===== src/rtl/rv_decode_stage.sv =====
// RV32/RV64 I(+M) decode stage: one decoded record per instruction, latency 1, via a 2-entry buffer.
// Backpressure: in_ready (registered) drops once two records are held; out_ready pops the head.
module rv_decode_stage #(
  parameter int XLEN  = 64,
  parameter bit EN_M  = 1'b1,
  parameter int CNT_W = 32
) (
  input  logic             clk,
  input  logic             reset,
  input  logic             flush,
  input  logic             in_valid,
  output logic             in_ready,
  input  logic [31:0]      in_instr,
  input  logic [XLEN-1:0]  in_pc,
  output logic             out_valid,
  input  logic             out_ready,
  output logic [XLEN-1:0]  out_pc,
  output logic [3:0]       out_class,
  output logic [4:0]       out_alu_op,
  output logic [4:0]       out_rd,
  output logic [4:0]       out_rs1,
  output logic [4:0]       out_rs2,
  output logic             out_we_rd,
  output logic [XLEN-1:0]  out_imm,
  output logic [XLEN-1:0]  out_target,
  output logic             out_illegal,
  output logic             out_halt,
  output logic [CNT_W-1:0] out_count
);

  localparam logic [3:0] C_OP     = 4'd0;
  localparam logic [3:0] C_OPIMM  = 4'd1;
  localparam logic [3:0] C_LOAD   = 4'd2;
  localparam logic [3:0] C_STORE  = 4'd3;
  localparam logic [3:0] C_BRANCH = 4'd4;
  localparam logic [3:0] C_LUI    = 4'd5;
  localparam logic [3:0] C_AUIPC  = 4'd6;
  localparam logic [3:0] C_JAL    = 4'd7;
  localparam logic [3:0] C_JALR   = 4'd8;
  localparam logic [3:0] C_OP32   = 4'd9;
  localparam logic [3:0] C_OPIMM32= 4'd10;
  localparam logic [3:0] C_SYSTEM = 4'd11;
  localparam logic [3:0] C_ILL    = 4'd15;

  localparam bit RV64 = (XLEN == 64);

  typedef struct packed {
    logic [XLEN-1:0] pc;
    logic [3:0]      cls;
    logic [4:0]      alu_op;
    logic [4:0]      rd;
    logic [4:0]      rs1;
    logic [4:0]      rs2;
    logic            we_rd;
    logic [XLEN-1:0] imm;
    logic [XLEN-1:0] target;
    logic            illegal;
    logic            halt;
  } rec_t;

  rec_t             dec;
  rec_t             head_q, head_d;
  rec_t             skid_q, skid_d;
  logic [1:0]       occ_q, occ_d;
  logic             in_ready_q, in_ready_d;
  logic [CNT_W-1:0] count_q, count_d;

  logic [31:0] i;
  logic [2:0]  f3;
  logic [6:0]  f7;
  logic [5:0]  f6;
  logic        shift_f6_ok;
  logic        legal;
  logic [XLEN-1:0] imm_i, imm_s, imm_b, imm_u, imm_j, imm_sh;

  assign i  = in_instr;
  assign f3 = i[14:12];
  assign f7 = i[31:25];
  assign f6 = i[31:26];
  // slli/srli need funct6 zero; srai additionally allows 010000
  assign shift_f6_ok = (f6 == 6'b000000) || ((f3 == 3'b101) && (f6 == 6'b010000));

  assign imm_i  = XLEN'($signed(i[31:20]));
  assign imm_s  = XLEN'($signed({i[31:25], i[11:7]}));
  assign imm_b  = XLEN'($signed({i[31], i[7], i[30:25], i[11:8], 1'b0}));
  assign imm_u  = XLEN'($signed({i[31:12], 12'h000}));
  assign imm_j  = XLEN'($signed({i[31], i[19:12], i[20], i[30:21], 1'b0}));
  assign imm_sh = XLEN'(i[25:20]);

  always_comb begin
    dec        = '0;
    dec.pc     = in_pc;
    dec.cls    = C_ILL;
    legal      = 1'b0;
    case (i[6:0])
      7'b0110011: begin
        dec.cls = C_OP;
        dec.rd = i[11:7]; dec.rs1 = i[19:15]; dec.rs2 = i[24:20];
        dec.alu_op = {i[30], i[25], f3};
        legal = (f7 == 7'b0000000) ||
                ((f7 == 7'b0100000) && ((f3 == 3'b000) || (f3 == 3'b101))) ||
                ((f7 == 7'b0000001) && EN_M);
      end
      7'b0111011: begin
        dec.cls = C_OP32;
        dec.rd = i[11:7]; dec.rs1 = i[19:15]; dec.rs2 = i[24:20];
        dec.alu_op = {i[30], i[25], f3};
        legal = RV64 && ((f7 == 7'b0000000) ||
                ((f7 == 7'b0100000) && ((f3 == 3'b000) || (f3 == 3'b101))) ||
                ((f7 == 7'b0000001) && EN_M && (f3 != 3'b001) && (f3 != 3'b010) && (f3 != 3'b011)));
      end
      7'b0010011: begin
        dec.cls = C_OPIMM;
        dec.rd = i[11:7]; dec.rs1 = i[19:15];
        dec.alu_op = {i[30] & (f3 == 3'b101), 1'b0, f3};
        if ((f3 == 3'b001) || (f3 == 3'b101)) begin
          dec.imm = imm_sh;
          legal   = shift_f6_ok && (RV64 || !i[25]);
        end else begin
          dec.imm = imm_i;
          legal   = 1'b1;
        end
      end
      7'b0011011: begin
        dec.cls = C_OPIMM32;
        dec.rd = i[11:7]; dec.rs1 = i[19:15];
        dec.alu_op = {i[30] & (f3 == 3'b101), 1'b0, f3};
        if (f3 == 3'b000) begin
          dec.imm = imm_i;
          legal   = RV64;
        end else if ((f3 == 3'b001) || (f3 == 3'b101)) begin
          dec.imm = imm_sh;
          legal   = RV64 && !i[25] && shift_f6_ok;
        end
      end
      7'b0000011: begin
        dec.cls = C_LOAD;
        dec.rd = i[11:7]; dec.rs1 = i[19:15]; dec.imm = imm_i;
        dec.alu_op = {2'b00, f3};
        legal = (f3 != 3'b111) && (RV64 || ((f3 != 3'b011) && (f3 != 3'b110)));
      end
      7'b0100011: begin
        dec.cls = C_STORE;
        dec.rs1 = i[19:15]; dec.rs2 = i[24:20]; dec.imm = imm_s;
        dec.alu_op = {2'b00, f3};
        legal = !f3[2] && (RV64 || (f3 != 3'b011));
      end
      7'b1100011: begin
        dec.cls = C_BRANCH;
        dec.rs1 = i[19:15]; dec.rs2 = i[24:20]; dec.imm = imm_b;
        dec.alu_op = {2'b00, f3};
        legal = (f3 != 3'b010) && (f3 != 3'b011);
      end
      7'b0110111: begin
        dec.cls = C_LUI; dec.rd = i[11:7]; dec.imm = imm_u; legal = 1'b1;
      end
      7'b0010111: begin
        dec.cls = C_AUIPC; dec.rd = i[11:7]; dec.imm = imm_u; legal = 1'b1;
      end
      7'b1101111: begin
        dec.cls = C_JAL; dec.rd = i[11:7]; dec.imm = imm_j; legal = 1'b1;
      end
      7'b1100111: begin
        dec.cls = C_JALR; dec.rd = i[11:7]; dec.rs1 = i[19:15]; dec.imm = imm_i;
        dec.alu_op = {2'b00, f3};
        legal = 1'b1;
      end
      7'b1110011: begin
        dec.cls = C_SYSTEM; dec.rd = i[11:7]; dec.rs1 = i[19:15]; dec.imm = imm_i;
        dec.alu_op = {2'b00, f3};
        legal = ((f3 != 3'b000) && (f3[2] == 1'b0)) ||
                (i == 32'h0000_0073) || (i == 32'h0010_0073);
      end
      default: legal = 1'b0;
    endcase

    // All-zero word is a stop request, not an illegal instruction
    if (i == 32'h0) begin
      dec.halt    = 1'b1;
      dec.illegal = 1'b0;
      dec.cls     = C_ILL;
    end else if (!legal) begin
      dec.illegal = 1'b1;
      dec.cls     = C_ILL;
    end
    dec.we_rd  = (dec.rd != 5'd0) && !dec.illegal && !dec.halt &&
                 (dec.cls != C_STORE) && (dec.cls != C_BRANCH) && (dec.cls != C_ILL);
    dec.target = ((dec.cls == C_BRANCH) || (dec.cls == C_JAL)) ? (in_pc + dec.imm) : '0;
  end

  logic push, pop;
  assign push = in_valid && in_ready_q && !flush;
  assign pop  = (occ_q != 2'd0) && out_ready && !flush;

  always_comb begin
    head_d  = head_q;
    skid_d  = skid_q;
    occ_d   = occ_q;
    count_d = count_q;
    if (flush) begin
      occ_d = 2'd0;
    end else begin
      if (pop) count_d = count_q + 1'b1;
      case (occ_q)
        2'd0: if (push) begin head_d = dec; occ_d = 2'd1; end
        2'd1: begin
          if (pop && push) head_d = dec;
          else if (pop)    occ_d = 2'd0;
          else if (push) begin skid_d = dec; occ_d = 2'd2; end
        end
        default: if (pop) begin head_d = skid_q; occ_d = 2'd1; end
      endcase
    end
    in_ready_d = (occ_d != 2'd2);
  end

  always_ff @(posedge clk or posedge reset) begin
    if (reset) begin
      head_q     <= '0;
      skid_q     <= '0;
      occ_q      <= 2'd0;
      in_ready_q <= 1'b0;
      count_q    <= '0;
    end else begin
      head_q     <= head_d;
      skid_q     <= skid_d;
      occ_q      <= occ_d;
      in_ready_q <= in_ready_d;
      count_q    <= count_d;
    end
  end

  assign in_ready    = in_ready_q;
  assign out_valid   = (occ_q != 2'd0);
  assign out_pc      = head_q.pc;
  assign out_class   = head_q.cls;
  assign out_alu_op  = head_q.alu_op;
  assign out_rd      = head_q.rd;
  assign out_rs1     = head_q.rs1;
  assign out_rs2     = head_q.rs2;
  assign out_we_rd   = head_q.we_rd;
  assign out_imm     = head_q.imm;
  assign out_target  = head_q.target;
  assign out_illegal = head_q.illegal;
  assign out_halt    = head_q.halt;
  assign out_count   = count_q;

endmodule


===== config.mk =====
export PLATFORM = sky130hd
export DESIGN_NAME = rv_decode_stage
export DESIGN_NICKNAME = d
export VERILOG_FILES = /design/src/rtl/rv_decode_stage.sv
export SDC_FILE = /design/constraint.sdc
export NUM_CORES = 1
export LEC_CHECK = 0
export BUFFER_PORTS_ARGS = -buffer_cell sky130_fd_sc_hd__buf_2
export CAP_MARGIN = 0
export CORE_UTILIZATION = 45
export CTS_CLUSTER_SIZE = 20
export DETAILED_ROUTE_END_ITERATION = 10
export PLACE_DENSITY = 0.68
export RECOVER_POWER = 25
export REMOVE_ABC_BUFFERS = 1
export SLEW_MARGIN = 40
export SYNTH_ARGS = -nofsm -noshare
export SYNTH_HDL_FRONTEND = slang
export SYNTH_SLANG_ARGS = --single-unit

===== constraint.sdc =====
create_clock -name clk -period 15.2 [get_ports clk]
set_clock_uncertainty 0.1 [all_clocks]
set_input_delay 3.04 -clock clk [delete_from_list [all_inputs] [get_ports clk]]
set_output_delay 3.04 -clock clk [all_outputs]
set_load 0.02 [all_outputs]

==> metrics.md <==
| Metric | Value |
|---|---|
| CTS tree | done |
| Final WL | 64.5 mm |
| Leakage power | roughly 0.013 uW |
| Post-synthesis sequential area ratio | 46.3% |
| Critical R2R Capture | out_count[31]$_DFFE_PP0P_ |
| Skew-Pair Late Insertion Delay | a little under 0.6 ns |
| Max clock buf depth | 3 |
| Slowest stage delay, CP | between 3 and 4 ns |
| Gr usage total | between 20% and 30% |
| Root buffer cell | clkbuf_16 |
| Crit path cell chain | buf_2 -> clkinvlp_2 -> clkbuf_1 -> clkbuf_8 |
| Leading cell type in the layout, fill and taps excluded | nand2_1 |
| Post-Route Setup TNS | 0 ns |
| Final instance area | between 0.02 and 0.03 mm2 |
| Worst r2r src | occ_q[1]$_DFF_PP0_ |
| ANT nets after route | 0 |
| Die area | 0.0500 mm2 |
| Min Tclk post-route | between 9 and 10 ns |
| Post-DP HPWL | 45.8 mm |
| Final Util | a little over half |
| Post-DP Area | approximately 0.024 mm2 |
| Port-buffer cells | 353 |
| Synth unique cells | 82 |
| Drc violations | 0 |
| Cell Area, Synth | 0.0221 mm2 |
| Max-cap violations | 2 |
| # IOs | 354 |
| CP max stage cell | clkinvlp_2 |
| Unrepaired setup endpoints after global routing | false |
| Cells after Synth | 2,587 |
| Async S/R FF share, synth | 100% |
| Initial antenna violation count | 1 |
| Via count | 19,200 |
| Diode count | 0 |
| Peak supply drop | between 0.07 and 0.08 mV |
| Initial Util | 46.0% |
| Critical-path maximum fanout | around 130 |
| Initial DRC Count | 1,409 |
| Post-synthesis register bit count | 409 |
| EDFF count, synth | 0 |
| DRT Pass-1 Iters | 5 |
| R2R setup slack | between 10 and 15 ns |
| Area contributors post-synth | dfrtp_1, nand2_1, o21ai_0 |
| Pwr Density | 111 mW/mm2 |
| Failing checks | capacitance limit, slew limit |
| Vias in the first global route | approximately 18,000 |
| FF-to-FF path depth | 9 |
| Clk sink count | around 410 |
| Reg clk slew, reported paths | approximately 0.060 ns |
| Largest net degree at the start of global routing | 135 |
| Worst Hold End | out_count[31]$_DFFE_PP0P_ |
| Worst slew margin | -297% |
| Routability congestion estimate | about 0.9 |
| Worst-margin pin slew | 5.93 ns |
| Area grow syn2layout | 15.7% |
| Vias per cell | between 5 and 6 |
| Commonest non-fill, non-tap cells in the layout | nand2_1, dfrtp_1, buf_2 |
| Width of the chip | around 220 um |
| Fmax | roughly 110 MHz |
| Synth top area share | 46.3% |
| First-pass GRT wire length | 102 mm |
| Fin. Hold Viols | 0 |
| Core area | 0.0480 mm2 |
| Post-CTS setup buffer count | 0 |
| Worst EP required | 15.73 ns |
| Primary FF master, synth | dfrtp_1 |
| Period utilization | 62.4% |
| Hold Path Stages | 1 |
| Hold_sp | out_count[31]$_DFFE_PP0P_ |
| Status | complete, but fails checks |
| Ys Warns | 0 |
| Fraction of layout cells with a size suffix above 1 | between 10% and 20% |
| H-tree Lvls | 2 |
| Die Height | 224 um |
| Syn Area/Cell | 8.54 um2 |
| Cts hold-fix bufs | 0 |
| CP endpoint kind | asynchronous set/reset pin |
| Setup violations, final | 0 |
| Yosys top cell by area | dfrtp_1 |
| CTS Buf Count | 46 |
| CP arrival | 10.02 ns |
| Worst Setup Path Type | in -> async |
| Fin. max-slew vios | 194 |
| HP Class | reg -> reg |
| DR WL/cell | between 15 and 20 um |
| Post-cts gate resize count | 0 |
| Grt total ovfl | 0 |
| Nets | roughly 3,000 |
| Setup crit start kind | input port |
| Cell row count | 80 |
[layer usage]
layer | vias to the layer above | routed length [um] | global-route usage (%)
met5 | - | 0 | 0
met4 | 0 | 1760 | 8.35
met3 | 103 | 3570 | 4.09
met2 | 534 | 30200 | 41.2
met1 | 9258 | 29000 | 35.5
li1 | 9347 | - | -
[cell type report]
| class | count | area (um2) |
|---|---|---|
| inverter | 49 | 185 |
| fill | 4461 | 22500 |
| sequential | 409 | 10200 |
| clock inverter | 11 | 115 |
| tap | 615 | 769 |
| timing repair buffer | 376 | 2000 |
| clock buffer | 69 | 1380 |
| multi-input combinational | 1932 | 10900 |
[Yosys cell counts (all sizes together), types with 14 or more instances]
cell type and n:
dfrtp 409, nor3 41, o211ai 14, nand2b 16, buf 54, mux2i 88
o21bai 14, and3 25, ha 64, nand2 599, o21ai 300, o31ai 36
xor2 26, clkbuf 143, a21o 41, or3 18, o21a 21, xnor2 59
inv 49, nand4 37, a21oi 199, nor2 175, nand3 36
[through the flow]
stage	power (uW)	worst slack, ns	hold WS (ns)	instances
3_5_place_dp	1750	6.86	0.354	3380
2_1_floorplan	1580	0.680	0.340	2390
5_1_grt	2970	4.27	0.375	3461
4_1_cts	2870	7.47	0.365	3460
3_3_place_gp	1740	6.97	0.353	3378
6_report	2840	5.71	0.360	3461
[sequential cells by signal, summed over array words and instances, names as in the netlist, 2 cells and up]
register and flops:
out_count 32, out_alu_op 5, out_rs2 5, out_rd 5
out_target 64, out_rs1 5, out_pc 64, out_class 4
skid_q 187, occ_q 2, out_imm 32
[critical path: cells and delay by family]
family	cells	cell delay, ns
buffers and inverters	4	6.78
[report_power, final]
group / switching (uW) / leakage (uW) / internal (uW) / total [uW]
Clock: 448 / 0.000738 / 657 / 1110
Sequential: 70.2 / 0.00541 / 1210 / 1280
Combinational: 302 / 0.00641 / 146 / 448
Total: 820 / 0.0126 / 2020 / 2840
[cells by family (layout without fill, tap and decap cells)]
| kind of cell | after synthesis | after routing | share of synthesized area, % |
|---|---|---|---|
| AOI/OAI and AO/OA | 696 | 696 | 18.5 |
| DFF | 409 | 409 | 46.3 |
| buffers and inverters | 246 | 505 | 4.79 |
| and+or+nand+nor | 997 | 997 | 19.3 |
| xor gates and xnor gates | 85 | 85 | 3.37 |
| muxes | 89 | 89 | 4.04 |
| adders and majority gates | 65 | 65 | 3.72 |
[how the worst max path moves through the flow]
stage,from,endpoint,slack (ns),cells past startpoint
2_1_floorplan,reset,in_ready$_DFF_PP0_,0.68,1
3_3_place_gp,in_instr[6],out_target[52]$_DFFE_PP0P_,6.97,17
3_5_place_dp,in_instr[4],out_target[61]$_DFFE_PP0P_,6.86,20
4_1_cts,in_instr[4],out_target[61]$_DFFE_PP0P_,7.47,20
5_1_grt,reset,skid_q[37]$_DFFE_PP0P_,4.27,4
6_report,reset,skid_q[188]$_DFFE_PP0P_,5.71,4
No activity file was read; power rests on OpenSTA's default activity.
